`config.mk`:
```
export PLATFORM = sky130hd
export DESIGN_NAME = reg_file_param
export DESIGN_NICKNAME = d
export VERILOG_FILES = /design/src/rtl/reg_file_param.sv
export SDC_FILE = /design/constraint.sdc
export NUM_CORES = 1
export LEC_CHECK = 0
export BUFFER_PORTS_ARGS = -buffer_cell sky130_fd_sc_hd__buf_2
export CAP_MARGIN = 10
export CORE_MARGIN = 8
export CORE_UTILIZATION = 60
export CTS_CLUSTER_SIZE = 30
export DETAILED_ROUTE_END_ITERATION = 7
export GPL_ROUTABILITY_DRIVEN = 0
export PLACE_DENSITY = 0.84
export SLEW_MARGIN = 20
export SYNTH_ARGS = -nofsm -noshare
export SYNTH_HDL_FRONTEND = slang
export SYNTH_SLANG_ARGS = --single-unit
```
`constraint.sdc`:
```
create_clock -name clk -period 2.6 [get_ports clk]
set_input_delay 0.39 -clock clk [delete_from_list [all_inputs] [get_ports clk]]
set_output_delay 0.39 -clock clk [all_outputs]
set_load 0.01 [all_outputs]
```
`src/rtl/reg_file_param.sv`:
```
// Purpose: parametrised 2-write/2-read register file with optional bypass, zero register and busy scoreboard.
// Latency: writes and reservations land on the next rising edge; read and busy outputs are combinational.
// Backpressure: none; every write, reserve and flush request is accepted in the cycle it is presented.
module reg_file_param #(
    parameter int DATA_W   = 16,
    parameter int ADDR_W   = 4,
    parameter int ZERO_REG = 0,
    parameter int BYPASS   = 1
) (
    input  logic              clk,
    input  logic              nClear,
    input  logic [ADDR_W-1:0] Aaddr,
    input  logic [ADDR_W-1:0] Baddr,
    output logic [DATA_W-1:0] A,
    output logic [DATA_W-1:0] B,
    input  logic [ADDR_W-1:0] Caddr,
    input  logic [DATA_W-1:0] C,
    input  logic              load,
    input  logic [ADDR_W-1:0] Daddr,
    input  logic [DATA_W-1:0] D,
    input  logic              loadD,
    input  logic              reserve,
    input  logic [ADDR_W-1:0] Raddr,
    input  logic              flush,
    output logic              busyA,
    output logic              busyB
);

    localparam int DEPTH = 1 << ADDR_W;
    localparam logic [ADDR_W-1:0] ADDR_ZERO = '0;
    localparam logic HAS_ZERO = (ZERO_REG != 0);
    localparam logic HAS_BYP  = (BYPASS != 0);

    logic [DATA_W-1:0] regs [DEPTH];
    logic [DEPTH-1:0]  busy;

    logic we_c;
    logic we_d;
    logic rsv_vld;

    // Port D loses to port C on a shared address; address 0 is inert when hardwired to zero.
    always_comb begin
        we_c    = load && !(HAS_ZERO && (Caddr == ADDR_ZERO));
        we_d    = loadD && !(HAS_ZERO && (Daddr == ADDR_ZERO))
                  && !(load && (Caddr == Daddr));
        rsv_vld = reserve && !flush && !(HAS_ZERO && (Raddr == ADDR_ZERO));
    end

    always_ff @(posedge clk or negedge nClear) begin
        if (!nClear) begin
            for (int i = 0; i < DEPTH; i++) begin
                regs[i] <= '0;
            end
        end else begin
            if (we_c) begin
                regs[Caddr] <= C;
            end
            if (we_d) begin
                regs[Daddr] <= D;
            end
        end
    end

    // Flush beats everything; a reservation beats a completing write so the newest producer is tracked.
    always_ff @(posedge clk or negedge nClear) begin
        if (!nClear) begin
            busy <= '0;
        end else begin
            for (int i = 0; i < DEPTH; i++) begin
                if (flush) begin
                    busy[i] <= 1'b0;
                end else if (rsv_vld && (Raddr == ADDR_W'(i))) begin
                    busy[i] <= 1'b1;
                end else if ((we_c && (Caddr == ADDR_W'(i))) ||
                             (we_d && (Daddr == ADDR_W'(i)))) begin
                    busy[i] <= 1'b0;
                end
            end
        end
    end

    logic a_hit_c, a_hit_d, b_hit_c, b_hit_d;
    logic a_zero, b_zero;

    always_comb begin
        a_hit_c = HAS_BYP && we_c && (Caddr == Aaddr);
        a_hit_d = HAS_BYP && we_d && (Daddr == Aaddr);
        b_hit_c = HAS_BYP && we_c && (Caddr == Baddr);
        b_hit_d = HAS_BYP && we_d && (Daddr == Baddr);
        a_zero  = HAS_ZERO && (Aaddr == ADDR_ZERO);
        b_zero  = HAS_ZERO && (Baddr == ADDR_ZERO);
    end

    always_comb begin
        A = regs[Aaddr];
        if (a_zero) begin
            A = '0;
        end else if (a_hit_c) begin
            A = C;
        end else if (a_hit_d) begin
            A = D;
        end

        B = regs[Baddr];
        if (b_zero) begin
            B = '0;
        end else if (b_hit_c) begin
            B = C;
        end else if (b_hit_d) begin
            B = D;
        end

        busyA = busy[Aaddr] && !a_zero && !a_hit_c && !a_hit_d;
        busyB = busy[Baddr] && !b_zero && !b_hit_c && !b_hit_d;
    end

endmodule

```
==> out/summary.log <==
INFO  power          p_int=10.27mW
INFO  power          power.clock.fraction=29.0%
INFO  power          part_of_the_power_in_registers=41.6%
INFO  timing         finalClockSkew=0ns
INFO  finish         diodes_inserted=0
INFO  finish         utilization=69.93%
INFO  power          power.leakage=8.960nW
INFO  status         failing_checks=setup timing
INFO  die            die_height=189.2um
INFO  die            die_area=35800um^2
INFO  place          numPortBuffers=91
INFO  power          comb_power_share=29.4%
INFO  finish         drive_gt1_share=28.47%
INFO  critical_path  timing.critical_path.from_type=flop
INFO  critical_path  timing.critical_path.fanout_max=3
INFO  synthesis      synth_area_leader_cell=sky130_fd_sc_hd__dfrtp_1
INFO  routing        wl_met3=8.103mm
INFO  timing         min_period_over_period=104.1%
INFO  routing        detail_route.vias_per_cell=7.302
INFO  critical_path  critical_path.startpoint=regs[33]
INFO  global_routing grt_antenna_before_repair=6
INFO  timing         final_max_slew_viol_count=0
INFO  timing         setup_viol=17
INFO  routing        maxUsedRoutingLayer=met5
INFO  critical_path  timing.setup.critical_path_class=reg2out
INFO  routing        routedLengthMet1=20.45mm
INFO  routing        drt_first_iter_violations=2623
INFO  power          power.switching=4.905mW
INFO  synthesis      library_cells_used_by_synthesis=41
INFO  hold_path      min-delay-path-class=in2reg
INFO  synthesis      post_synth_instance_area=18000um^2
INFO  cts            clock-root-buffer=sky130_fd_sc_hd__clkbuf_16
INFO  global_routing global_route_wire_length_before_repair=94.11mm
INFO  place          dpl_cell_area=19200um^2
INFO  synthesis      ys.warnings.count=0
INFO  cts            cts.clk_slew.worst_paths=0.06ns
INFO  global_routing grt_remaining_overflow=0
INFO  global_routing number_of_global_route_vias_before_repair=16390
INFO  routing        detail_route.wirelength=61.60mm
INFO  timing         tightestPinTransition=0.7754ns
INFO  die            core=29560um^2
INFO  finish         regArea=6807um^2
INFO  power          power.ir.vdd_worst=0.0005962V
INFO  cts            clkLatencyLatePin=0.56ns
INFO  finish         multi_input_combinational_cell_area=10550um^2
INFO  synthesis      avgSynthCellArea=10.47um^2
INFO  die            starting_density_of_the_core=60.91%
INFO  timing         maximum_operating_frequency=369.3MHz
INFO  critical_path  endpoint_of_the_worst_slack_reg_to_reg_timing_path=busy[10]
INFO  finish         nFillCells=1897
INFO  critical_path  r2r_cells=3
INFO  timing         finalHoldViolCount=0
INFO  critical_path  r2r-start=busy[10]
INFO  synthesis      synth_edf_count=0
INFO  critical_path  required=2.21ns
INFO  synthesis      synth-seq-area-share=37.81%
INFO  critical_path  critPathSlowestCell=sky130_fd_sc_hd__mux4_2
INFO  routing        postRouteAntennaNets=0
INFO  synthesis      syn-num-nets=1777
INFO  cts            ctsHtreeMaxLevel=1
INFO  critical_path  critical_path_sink=A[1]
INFO  finish         post-route-cell-area=20670um^2
INFO  place          post-dp-hpwl=39.53mm
INFO  synthesis      yosys_most_used_dff=sky130_fd_sc_hd__dfrtp_1
INFO  global_routing global_route.usage.total=33.87%
INFO  synthesis      post_synth_inst_count=1719
INFO  timing         timing.hold.ws=0.09600ns
INFO  routing        drc_violations=0
INFO  power          pwr_density_cell=733.9nW/um^2
INFO  global_routing pin_count_of_the_biggest_net_entering_global_routing=78
INFO  finish         area_grow_syn2layout=14.82%
INFO  routing        first_pass_iters=8
INFO  critical_path  r2r_slack=1.62ns
INFO  power          netSwitchingFraction=32.33%
INFO  cts            cts_num_sinks=272
INFO  critical_path  critical_path.endpoint_type=output pin
INFO  finish         finish.net_count=1824
INFO  synthesis      synth_largest_type_area_fraction=37.81%
INFO  die            rows=63
INFO  flow_run       drv.max_cap_violation_count=0
INFO  die            floorplan.io_pins=92
INFO  cts            cts_buffers=29
INFO  status         outcome=complete, but fails checks
INFO  cts            tritoncts=done
INFO  critical_path  arrival=2.32ns
INFO  synthesis      synth_seq_cells=272
INFO  synthesis      synth_area_leaders=sky130_fd_sc_hd__dfrtp_1, sky130_fd_sc_hd__mux4_2, sky130_fd_sc_hd__mux2i_1
INFO  critical_path  critPathMaxStageDelay=0.53ns
INFO  routing        post_drt_wl_per_cell=28.28um
INFO  cts            max-clock-path-buffers=3
INFO  timing         min_period=2.708ns
INFO  routing        vias=15900
INFO  timing         max_slew_margin=48.30%
INFO  timing         post-route-worst-setup-slack=-0.1078ns
INFO  timing         grt_setup_unrepaired=true
INFO  critical_path  critical_path.cell_chain=mux4_2 -> a22oi_2 -> nand2_1 -> mux2i_1 -> a21oi_1 -> buf_2
INFO  routing        met2_wirelength=28.14mm
INFO  die            die_w=189.2um
INFO  synthesis      synth_async_sr_flop_share=100.0%
-- power by group through the flow --
stage          combinational [mW]  clock [mW]  sequential (mW)
2_1_floorplan                3.06           0             5.90
3_3_place_gp                 3.89           0             6.13
3_5_place_dp                 4.08           0             6.25
4_1_cts                      4.21        4.40             6.21
5_1_grt                      4.76        4.58             6.36
6_report                     4.47        4.40             6.31
-- layout make-up --
type	count	share of cell area, %
Sequential cell	272	32.93
Multi-Input combinational cell	1240	51.02
Clock inverter	19	1.144
Timing Repair Buffer	223	8.855
Clock buffer	34	3.698
Tap cell	390	2.360
-- Yosys cell counts, drive strengths merged (2+ instances only) --
library cell / count
nor2: 303
a21oi: 288
mux2i: 288
dfrtp: 272
mux4: 138
buf: 132
clkbuf: 75
a22oi: 64
nand2: 50
o211ai: 14
xor2: 14
nor3b: 12
o21ai: 12
nand4b: 7
nand2b: 6
nor2b: 6
xnor2: 6
and3: 4
nand3: 4
nand3b: 4
o2111ai: 4
or3: 4
nor3: 3
and2: 2
nor4: 2
o31ai: 2
-- stage by stage --
stage | instances | setup TNS [ns] | power (mW) | worst slack [ns]
floorplan | 1719 | 0 | 8.962 | 0.3526
global placement | 2107 | -0.01857 | 10.02 | -0.01857
detailed placement | 2107 | -0.2727 | 10.33 | -0.1435
CTS | 2163 | -0.04906 | 14.81 | -0.01669
global route | 2178 | -1.384 | 15.70 | -0.1366
finish | 2178 | -0.8276 | 15.17 | -0.1078
-- placed cells by master (no fill, tap or decap), drive strengths merged, types with 6 or more instances in the layout --
cell type,netlist,routed
nand2,50,50
nor2,303,303
clkbuf,75,34
o211ai,14,14
nor2b,6,6
nand4b,7,7
xor2,14,14
xnor2,6,6
clkinv,0,11
o21ai,12,12
mux4,138,138
nor3b,12,12
mux2i,288,288
dfrtp,272,272
nand2b,6,6
a22oi,64,64
buf,132,222
a21oi,288,288
-- sequential cells by signal, summed over array words and instances (netlist names) --
signal and flops:
busy 16, regs 256
-- worst max-delay path: cells and delay by family (launching register included) --
kind,cells,cell delay [ns]
buffers and inverters,1,0.15
flip-flops,1,0.43
AO/OA/AOI/OAI,2,0.35
AND/OR/NAND/NOR,1,0.07
multiplexers,2,0.75
-- worst min path at each step --
stage / startpoint / to / slack, ns / depth (start not counted)
2_1_floorplan: nClear / busy[0] / 0.09 / 0
3_3_place_gp: nClear / regs[178] / 0.41 / 1
3_5_place_dp: nClear / regs[178] / 0.41 / 1
4_1_cts: Raddr[0] / busy[2] / 0.09 / 2
5_1_grt: Raddr[0] / busy[2] / 0.11 / 2
6_report: Raddr[0] / busy[2] / 0.1 / 2
-- metal layers --
metal  vias up  GRT usage, %
met5         -        0.4267
li1       6358             -
met4        12         24.23
met3       468         10.06
met2      1449         51.30
met1      7616         41.03
-- logic make-up (layout without fill, tap and decap cells) --
| family | after synthesis | after routing | synth area share (%) |
|---|---|---|---|
| muxes | 426 | 426 | 33.28 |
| and+or+nand+nor | 409 | 409 | 10.12 |
| xor gates and xnor gates | 20 | 20 | 1.056 |
| buffers and inverters | 207 | 276 | 5.449 |
| AOI/OAI and AO/OA | 385 | 385 | 12.29 |
| DFF | 272 | 272 | 37.81 |
-- repair_timing --
action / in CTS / in global routing
endpoints found under the hold margin: 69 / 0
hold buffers: 1 / 0
resized for setup: 33 / 36
buffers inserted: 2 / 15
setup endpoints to repair: 22 / 34
pin swaps: 12 / 52
No activity file was read; power rests on OpenSTA's default activity.
